[config.mk]
export PLATFORM = sky130hd
export DESIGN_NAME = au_nb_seq
export DESIGN_NICKNAME = d
export VERILOG_FILES = /design/src/rtl/au_nb_seq.sv
export SDC_FILE = /design/constraint.sdc
export NUM_CORES = 1
export LEC_CHECK = 0
export CAP_MARGIN = 20
export CELL_PAD_IN_SITES_DETAIL_PLACEMENT = 1
export CELL_PAD_IN_SITES_GLOBAL_PLACEMENT = 1
export CORE_MARGIN = 1
export CORE_UTILIZATION = 42
export DETAILED_ROUTE_END_ITERATION = 8
export GPL_ROUTABILITY_DRIVEN = 1
export PLACE_DENSITY_LB_ADDON = 0.1
export SYNTH_ARGS = -nofsm -noshare
export SYNTH_HDL_FRONTEND = slang
export SYNTH_SLANG_ARGS = --single-unit
[constraint.sdc]
create_clock -name clk -period 6.6 [get_ports clk]
set_input_delay 0.66 -clock clk [delete_from_list [all_inputs] [get_ports clk]]
set_output_delay 0.66 -clock clk [all_outputs]
set_load 0.02 [all_outputs]
[src/rtl/au_nb_seq.sv]
// au_nb_seq: multi-cycle arithmetic unit.
//   ADD/SUB complete one cycle after acceptance.
//   MUL (shift-add) and DIV (restoring) take WIDTH cycles, one iteration per cycle.
//   DIV by zero completes in one cycle with lo = all ones, hi = a, dz = 1.
//
// Optional feature: define AU_NB_OVF_EN to get a signed add/sub overflow flag.
// Without it, ovf is tied low.
//
// Ports
//   clk          sole clock; everything updates on its rising edge
//   rst          synchronous, active-high reset
//   a, b         operands (a = dividend, b = divisor for DIV)
//   ALUop        00 ADD, 01 SUB, 10 unsigned MUL, 11 unsigned DIV
//   start        request; taken only while ready = 1
//   ready        high in IDLE only
//   done         one-cycle pulse when results update
//   s, cout      add/sub result and carry out
//   hi, lo       product upper/lower half, or remainder/quotient
//   zero         result-is-zero flag
//   dz           divide-by-zero flag
//   ovf          signed add/sub overflow
//
// state | meaning
// IDLE  | waiting for start; ready = 1
// CALC  | MUL/DIV iterating, one step per cycle
// DONE  | results valid, done = 1; back to IDLE next cycle
module au_nb_seq #(
    parameter int WIDTH = 32
) (
    input  logic             clk,
    input  logic             rst,
    input  logic [WIDTH-1:0] a,
    input  logic [WIDTH-1:0] b,
    input  logic [1:0]       ALUop,
    input  logic             start,
    output logic             ready,
    output logic             done,
    output logic [WIDTH-1:0] s,
    output logic             cout,
    output logic [WIDTH-1:0] hi,
    output logic [WIDTH-1:0] lo,
    output logic             zero,
    output logic             dz,
    output logic             ovf
);

    localparam int CW = $clog2(WIDTH);

    typedef enum logic [1:0] {
        IDLE = 2'd0,
        CALC = 2'd1,
        DONE = 2'd2
    } state_t;

    state_t           state_q, state_d;
    logic [CW-1:0]    cnt_q, cnt_d;
    // Only the multiplicand (MUL) or divisor (DIV) is needed after acceptance;
    // the other operand seeds the working low register.
    logic             div_q, div_d;
    logic [WIDTH-1:0] m_q, m_d;
    logic [WIDTH-1:0] wh_q, wh_d;
    logic [WIDTH-1:0] wl_q, wl_d;
    logic [WIDTH-1:0] s_q, s_d;
    logic             cout_q, cout_d;
    logic [WIDTH-1:0] hi_q, hi_d;
    logic [WIDTH-1:0] lo_q, lo_d;
    logic             zero_q, zero_d;
    logic             dz_q, dz_d;

    logic             src_div;
    logic [WIDTH-1:0] src_m;
    logic [WIDTH-1:0] src_h;
    logic [WIDTH-1:0] src_l;
    logic [WIDTH:0]   msum;
    logic [WIDTH:0]   ddiff;
    logic [WIDTH-1:0] step_h;
    logic [WIDTH-1:0] step_l;
    logic [WIDTH:0]   asum;

`ifdef AU_NB_OVF_EN
    logic             ovf_q, ovf_d;
    logic [WIDTH-1:0] bx;
`endif

    always_comb begin
        state_d = state_q;
        cnt_d   = cnt_q;
        div_d   = div_q;
        m_d     = m_q;
        wh_d    = wh_q;
        wl_d    = wl_q;
        s_d     = s_q;
        cout_d  = cout_q;
        hi_d    = hi_q;
        lo_d    = lo_q;
        zero_d  = zero_q;
        dz_d    = dz_q;
`ifdef AU_NB_OVF_EN
        ovf_d   = ovf_q;
        bx      = b ^ {WIDTH{ALUop[0]}};
`endif

        // The first iteration runs on the accepting edge straight from the
        // inputs so that WIDTH iterations fit in WIDTH cycles.
        if (state_q == CALC) begin
            src_div = div_q;
            src_m   = m_q;
            src_h   = wh_q;
            src_l   = wl_q;
        end else begin
            src_div = ALUop[0];
            src_m   = ALUop[0] ? b : a;
            src_h   = '0;
            src_l   = ALUop[0] ? a : b;
        end

        msum  = {1'b0, src_h} + (src_l[0] ? {1'b0, src_m} : {(WIDTH+1){1'b0}});
        // Partial remainder stays below the divisor, so the shifted value is
        // below 2*divisor and the sign of this difference is the restore flag.
        ddiff = {src_h, src_l[WIDTH-1]} - {1'b0, src_m};
        if (src_div) begin
            step_h = ddiff[WIDTH] ? {src_h[WIDTH-2:0], src_l[WIDTH-1]} : ddiff[WIDTH-1:0];
            step_l = {src_l[WIDTH-2:0], ~ddiff[WIDTH]};
        end else begin
            step_h = msum[WIDTH:1];
            step_l = {msum[0], src_l[WIDTH-1:1]};
        end

        asum = {1'b0, a} + {1'b0, b ^ {WIDTH{ALUop[0]}}} + {{WIDTH{1'b0}}, ALUop[0]};

        case (state_q)
            IDLE: begin
                if (start) begin
                    if (!ALUop[1]) begin
                        s_d     = asum[WIDTH-1:0];
                        cout_d  = asum[WIDTH];
                        zero_d  = (asum[WIDTH-1:0] == '0);
                        dz_d    = 1'b0;
`ifdef AU_NB_OVF_EN
                        ovf_d   = (a[WIDTH-1] == bx[WIDTH-1]) &&
                                  (asum[WIDTH-1] != a[WIDTH-1]);
`endif
                        state_d = DONE;
                    end else if (ALUop[0] && (b == '0)) begin
                        lo_d    = '1;
                        hi_d    = a;
                        zero_d  = 1'b0;
                        dz_d    = 1'b1;
`ifdef AU_NB_OVF_EN
                        ovf_d   = 1'b0;
`endif
                        state_d = DONE;
                    end else begin
                        div_d   = ALUop[0];
                        m_d     = src_m;
                        wh_d    = step_h;
                        wl_d    = step_l;
                        cnt_d   = CW'(WIDTH - 1);
                        state_d = CALC;
                    end
                end
            end
            CALC: begin
                wh_d  = step_h;
                wl_d  = step_l;
                cnt_d = cnt_q - 1'b1;
                if (cnt_q == CW'(1)) begin
                    hi_d    = step_h;
                    lo_d    = step_l;
                    zero_d  = (step_h == '0) && (step_l == '0);
                    dz_d    = 1'b0;
`ifdef AU_NB_OVF_EN
                    ovf_d   = 1'b0;
`endif
                    state_d = DONE;
                end
            end
            DONE: begin
                state_d = IDLE;
            end
            default: begin
                state_d = IDLE;
            end
        endcase
    end

    always_ff @(posedge clk) begin
        if (rst) begin
            state_q <= IDLE;
            cnt_q   <= '0;
            div_q   <= 1'b0;
            m_q     <= '0;
            wh_q    <= '0;
            wl_q    <= '0;
            s_q     <= '0;
            cout_q  <= 1'b0;
            hi_q    <= '0;
            lo_q    <= '0;
            zero_q  <= 1'b1;
            dz_q    <= 1'b0;
        end else begin
            state_q <= state_d;
            cnt_q   <= cnt_d;
            div_q   <= div_d;
            m_q     <= m_d;
            wh_q    <= wh_d;
            wl_q    <= wl_d;
            s_q     <= s_d;
            cout_q  <= cout_d;
            hi_q    <= hi_d;
            lo_q    <= lo_d;
            zero_q  <= zero_d;
            dz_q    <= dz_d;
        end
    end

`ifdef AU_NB_OVF_EN
    always_ff @(posedge clk) begin
        if (rst) begin
            ovf_q <= 1'b0;
        end else begin
            ovf_q <= ovf_d;
        end
    end
    assign ovf = ovf_q;
`else
    assign ovf = 1'b0;
`endif

    assign ready = (state_q == IDLE);
    assign done  = (state_q == DONE);
    assign s     = s_q;
    assign cout  = cout_q;
    assign hi    = hi_q;
    assign lo    = lo_q;
    assign zero  = zero_q;
    assign dz    = dz_q;

endmodule

Word level (Yosys, flattened, before mapping). Cells that the tools add are included.

Bits in registers: 203. Input port bits: 69. Output and inout bits: 102.

Add/subtract/negate cells: 5. Equal/unequal tests: 9. Multiplexer cells: 47. Bitwise logic cells: 4. Reduce and logical (&&, ||, !) cells: 14.

Operator list (number): two-way mux 32 bit (23); case mux 32 bit (2 select lines) (4); logical NOT 32 bit (4); adder 32 x 32 -> 33 bit (2); adder 33 x 1 -> 33 bit (1); subtractor 33 x 32 -> 33 bit (1); bitwise XOR 32 bit (1); two-way mux 5 bit (3); AND reduction 4 bit (3); case mux 5 bit (2 select lines) (1); two-way mux 1 bit (9); two-way mux 2 bit (4); != test 2 bit (second input constant) (3); == test 5 x 1 -> 1 bit (second input constant) (1); AND reduction 5 bit (1); subtractor 5 x 1 -> 5 bit (second input constant) (1); != test 2 x 1 -> 1 bit (second input constant) (2); case mux 1 bit (2 select lines) (2); case mux 2 bit (2 select lines) (1); != test 3 x 2 -> 1 bit (second input constant) (1); inverter 1 bit (3); AND reduction 3 bit (1); == test 2 x 1 -> 1 bit (second input constant) (1); == test 2 bit (second input constant) (1); 4 further kinds (5).

Longest topological paths before layout.
Depth after elaboration: 9. Mapped depth: 25.

Least setup slack after synthesis. Ideal clock, no wire load.

Path kind: input to register. Start point: input port ALUop[0]. End point: register zero_q, in the netlist zero. Setup time: 0.073 ns. Data arrival time: 5.798 ns. Data required time: 6.527 ns. Slack: 0.728 ns. Cell stages on the path: 21. Path buffers: 6. Cells stage by stage: buf_6 -> clkbuf_1 -> clkbuf_1 -> buf_1 -> mux2i_1 -> nor2_1 -> a21oi_1 -> ha_1 -> clkbuf_1 -> a21o_1 -> a31o_1 -> a2111oi_0 -> o21ai_1 -> nor3_2 -> xnor2_1 -> nor2_1 -> buf_2 -> a222oi_1 -> nand4_1 -> or4_1 -> o211ai_2.

Longest elaborated chain between the ends: 9.

Ends and longest elaborated chain: start, declared (RTL line 34) `input logic [1:0] ALUop,`; parallel branches: the longest is 9 deep, another holds adder 32 x 32 -> 33 bit; end signal, assigned (RTL line 212) `zero_q <= zero_d;`; end, declared (RTL line 67) `logic zero_q, zero_d;`.

Parallel ways; which one is timed is not known. The select of a mux whose other input is x is not followed. A chain may end at the register's enable or synchronous reset.

Worst setup path after layout.
Start point: register state_q[0]. End point: register zero_q, in the netlist zero.

Longest elaborated chain between the ends: 9.

Ends and longest elaborated chain: start, declared (RTL line 55) `state_t state_q, state_d;`; start signal, assigned (RTL line 202) `state_q <= state_d;`; == test 2 x 1 -> 1 bit (*) (RTL line 105) `if (state_q == CALC) begin`; two-way mux 32 bit (*) (RTL line 105); net src_m[0] (RTL line 71) `logic [WIDTH-1:0] src_m;`; subtractor 33 x 32 -> 33 bit / two-way mux 32 bit (equally long branches) (RTL line 120, 117); two-way mux 32 bit (tied with other cells) (RTL line 122) `step_h = ddiff[WIDTH] ? {src_h[WIDTH-2:0], src_l[WIDTH-1]} : ddiff[WIDTH-1:0];`; two-way mux 32 bit (RTL line 121) `if (src_div) begin`; logical NOT 32 bit (RTL line 170) `zero_d = (step_h == '0) && (step_l == '0);`; logical AND 1 bit (*) (RTL line 170); two-way mux 1 bit (*) (RTL line 167) `if (cnt_q == CW'(1)) begin`; case mux 1 bit (2 select lines) (*) (RTL line 131) `case (state_q)`.

Mark *: on every way through the listed nets, which the timed path passes. The rest lies on a longest branch. The select of a mux whose other input is x is not followed.

==> metrics.log <==
[metrics] run status: finished, final reports clean
[metrics] total number of clock tree sinks: 203
[metrics] most frequently used flop master after synthesis: sky130_fd_sc_hd__dfxtp_1
[metrics] sum of negative setup slack: 0 ns
[metrics] hold_ws: 0.454 ns
[metrics] number of standard-cell rows in the floorplan: between 60 and 70
[metrics] Max clock buf depth: 3
[metrics] Max Cap Violations: 0
[metrics] yosys synthesis warning count: 0
[metrics] wire length of the first global-routing pass: 98700 um
[metrics] average routed wire per standard cell: 23.7 um
[metrics] LEAKAGE: between 7 and 8 nW
[metrics] TritonCTS clock tree: yes
[metrics] element type at the critical path start: register
[metrics] Detailed Route Iter0 Violations: about 1300
[metrics] fmax: 161 MHz
[metrics] min Tclk post-route: 6.20 ns
[metrics] average footprint of a synthesized cell: 7.28 um^2
[metrics] Critical Path Max Stage Delay: just over 0.7 ns
[metrics] sum of routed wire length over all layers: 64500 um
[metrics] number of antenna violations at the first check in global routing: 0
[metrics] source-to-sink clock delay at the later pin of the worst-skew pair: 0.56 ns
[metrics] Post-CTS Resized: 0
[metrics] GRT overflow: 0
[metrics] Total Die Area: between 30000 and 40000 um^2
[metrics] Post-synth ARST share: 0
[metrics] final clock skew: 0.0172 ns
[metrics] relative area change from synthesis to final layout: 20.2%
[metrics] Unique masters post-synth: 79
[metrics] headroom to the max-slew limit: 0.293
[metrics] core box area: 35900 um^2
[metrics] number of inserted filler cells in the final layout: around 4500
[metrics] Worst-path clk slew: 0.07 ns
[metrics] horizontal extent of the die: 194 um
[metrics] count of pins over their slew limit: 0
[metrics] Max rail drop VDD: ~0.00016 V
[metrics] worst endpoint data arrival time: 6.68 ns
[metrics] number of standard cells after synthesis: between 2000 and 2500
[metrics] CTS root buf: sky130_fd_sc_hd__clkbuf_16
[metrics] kind of end point of the critical path: register
[metrics] count of buffers from port buffering: 169
[metrics] # DRC: 0
[metrics] H-tree depth reported by CTS: 1
[metrics] Setup Crit Path Kind: register to register
[metrics] Antenna Cells: 0
[metrics] launch instance of the worst register-to-register path: state_q[0]
[metrics] Mapped Nets: 2295
[metrics] most frequently used cell type in the post-synthesis netlist: sky130_fd_sc_hd__nor2_1
[metrics] share of the synthesized area in the top cell type: 0.262
[metrics] final setup vio count: 0
[metrics] initial core utilization: 0.431
[metrics] Post-Syn Area: 15500 um^2
[metrics] main area contributors after synthesis: sky130_fd_sc_hd__dfxtp_1, sky130_fd_sc_hd__a21oi_1, sky130_fd_sc_hd__nor2_1, sky130_fd_sc_hd__ha_1, sky130_fd_sc_hd__a211oi_1
[metrics] crit path launch: state_q[0]
[metrics] post-detailed-route via-to-cell ratio: about 6
[metrics] antenna-violating nets left: 0
[metrics] detailed-route via count: 16600
[metrics] total half-perimeter wirelength after legalization and detailed placement: ~50000 um
[metrics] ratio of total power to cell area: approximately 240 nW/um^2
[metrics] Worst Max-Slew Pin Slew: 1.06 ns
[metrics] Tcrit/Tclk final: 0.939
[metrics] number of enable flip-flop cells after synthesis: 0
[metrics] final RePlAce weighted congestion: 0.958
[metrics] crit path max-delay cell type: sky130_fd_sc_hd__nor2b_4
[metrics] iteration count of the initial detailed-routing pass: 5
[metrics] maximum number of pins on one net before global-route repair: 134
[metrics] crit-path max FO: 26
[metrics] count of boundary I/O pins: 171
[metrics] post-CTS repair timing setup buffer count: 0
[metrics] setup repair after global routing missed its margin: no
[metrics] biggest area consumer among synthesized cells: sky130_fd_sc_hd__dfxtp_1
[metrics] total global routing track utilization: 0.334
[metrics] # nets final: 2415
[metrics] CTS Buf Count: 26
[metrics] required time reported for the critical path endpoint: 7.08 ns
[metrics] critical path, cell by cell: nor2b_4 -> buf_4 -> nand2_1 -> o21ai_0 -> inv_1 -> nor2_1 -> ha_1 -> inv_1 -> fa_1 -> nor2b_1 -> o31ai_1 -> a32oi_1 -> buf_4 -> a21oi_1 -> nor2b_1 -> a211o_1 -> a31oi_1 -> xnor2_1 -> a221oi_1 -> nand4_1 -> or4_1 -> o211ai_2
[metrics] sequential cell area fraction in the yosys report: 0.262
[metrics] number of global-route vias before repair: around 16000
[metrics] ratio of cells with drive above 1 in the final layout: 0.0605
[metrics] total of flip-flops plus latches after synthesis: 203
[metrics] leading post-synthesis cells by instance count: sky130_fd_sc_hd__nor2_1, sky130_fd_sc_hd__a21oi_1, sky130_fd_sc_hd__nand2_1
[metrics] Hold Vio Cnt, Final: 0
[metrics] die extent in y: 194 um
[metrics] beginning of the worst hold path: wh_q[9]
[metrics] worst min-delay path category: register to register
[metrics] CTS Hold Bufs: 0
registers in the layout (all words and copies together) (netlist names), 2 cells and up:
register / flops
hi: 32
lo: 32
m_q: 32
s: 32
wh_q: 32
wl_q: 32
cnt_q: 5
state_q: 2
stage by stage:
step	instance area, um^2	cells	setup WS, ns	util	power (mW)
after floorplan	15500	2126	0.728	-	2.36
final	18600	2725	0.402	0.518	4.39
after global placement	17800	2679	0.437	0.495	2.90
after CTS	18600	2725	0.445	0.518	4.38
after detailed placement	17800	2679	0.384	0.495	2.93
after global routing	18600	2725	0.0393	0.518	4.59
where the power goes:
group          internal (mW)  leakage, nW  switching (mW)
logic                  0.566         5.44           0.963
registers               1.33         1.66          0.0758
clock network          0.849        0.419           0.600
worst max-delay path: cells and delay by family, from the launching register on:
| family | cells | cell delay [ns] |
|---|---|---|
| XOR/XNOR | 1 | 0.16 |
| adder cells (fa/ha/maj) | 2 | 0.70 |
| flip-flops | 1 | 0.52 |
| buffers and inverters | 4 | 0.65 |
| AO/OA/AOI/OAI | 8 | 1.99 |
| AND/OR/NAND/NOR | 7 | 2.08 |
per-layer routing:
metal / global-route usage / wire, um / vias to the layer above
met5: 0 / 0 / -
met4: 0.130 / 2460 / 0
met3: 0.0426 / 4300 / 99
met2: 0.523 / 28100 / 532
met1: 0.466 / 29700 / 8161
li1: - / - / 7853
kinds of logic (layout without fill, tap and decap cells):
| group | count (synthesis) | count (layout) | share of synthesized area |
|---|---|---|---|
| AND/OR/NAND/NOR | 812 | 812 | 0.239 |
| AO/OA/AOI/OAI | 659 | 659 | 0.265 |
| flip-flops | 203 | 203 | 0.262 |
| buffers and inverters | 168 | 306 | 0.0415 |
| XOR/XNOR | 111 | 111 | 0.0628 |
| adder cells (fa/ha/maj) | 100 | 100 | 0.0822 |
| multiplexers | 72 | 72 | 0.0470 |
| other | 1 | 1 | 0.000242 |
final timing paths:
path	to	slack [ns]	cells past startpoint
min	wh_q[9]	0.45	2
min reg2reg	wh_q[9]	0.45	2
max	zero	0.40	22
max reg2reg	zero	0.40	22
cell usage in the layout (no fill, tap or decap), types with 58 or more instances in the layout:
cell / Yosys / final
sky130_fd_sc_hd__xor2_1: 58 / 58
sky130_fd_sc_hd__dfxtp_1: 203 / 203
sky130_fd_sc_hd__nand2_1: 207 / 206
sky130_fd_sc_hd__a211oi_1: 111 / 111
sky130_fd_sc_hd__buf_4: 1 / 64
sky130_fd_sc_hd__nor2_1: 342 / 341
sky130_fd_sc_hd__a21oi_1: 296 / 294
sky130_fd_sc_hd__clkdlybuf4s50_1: 0 / 167
sky130_fd_sc_hd__mux2i_1: 69 / 69
sky130_fd_sc_hd__o21ai_0: 76 / 75
sky130_fd_sc_hd__ha_1: 97 / 97
area by class of cell:
cell class | instances | area, um^2 | area share
Inverter | 26 | 97.6 | 0.00524
Clock buffer | 34 | 721 | 0.0387
Tap cell | 461 | 577 | 0.0310
Timing Repair Buffer | 234 | 2200 | 0.118
Multi-Input combinational cell | 1755 | 10800 | 0.581
Clock inverter | 12 | 136 | 0.00733
Sequential cell | 203 | 4060 | 0.218
(Power assumes the default switching activity.)
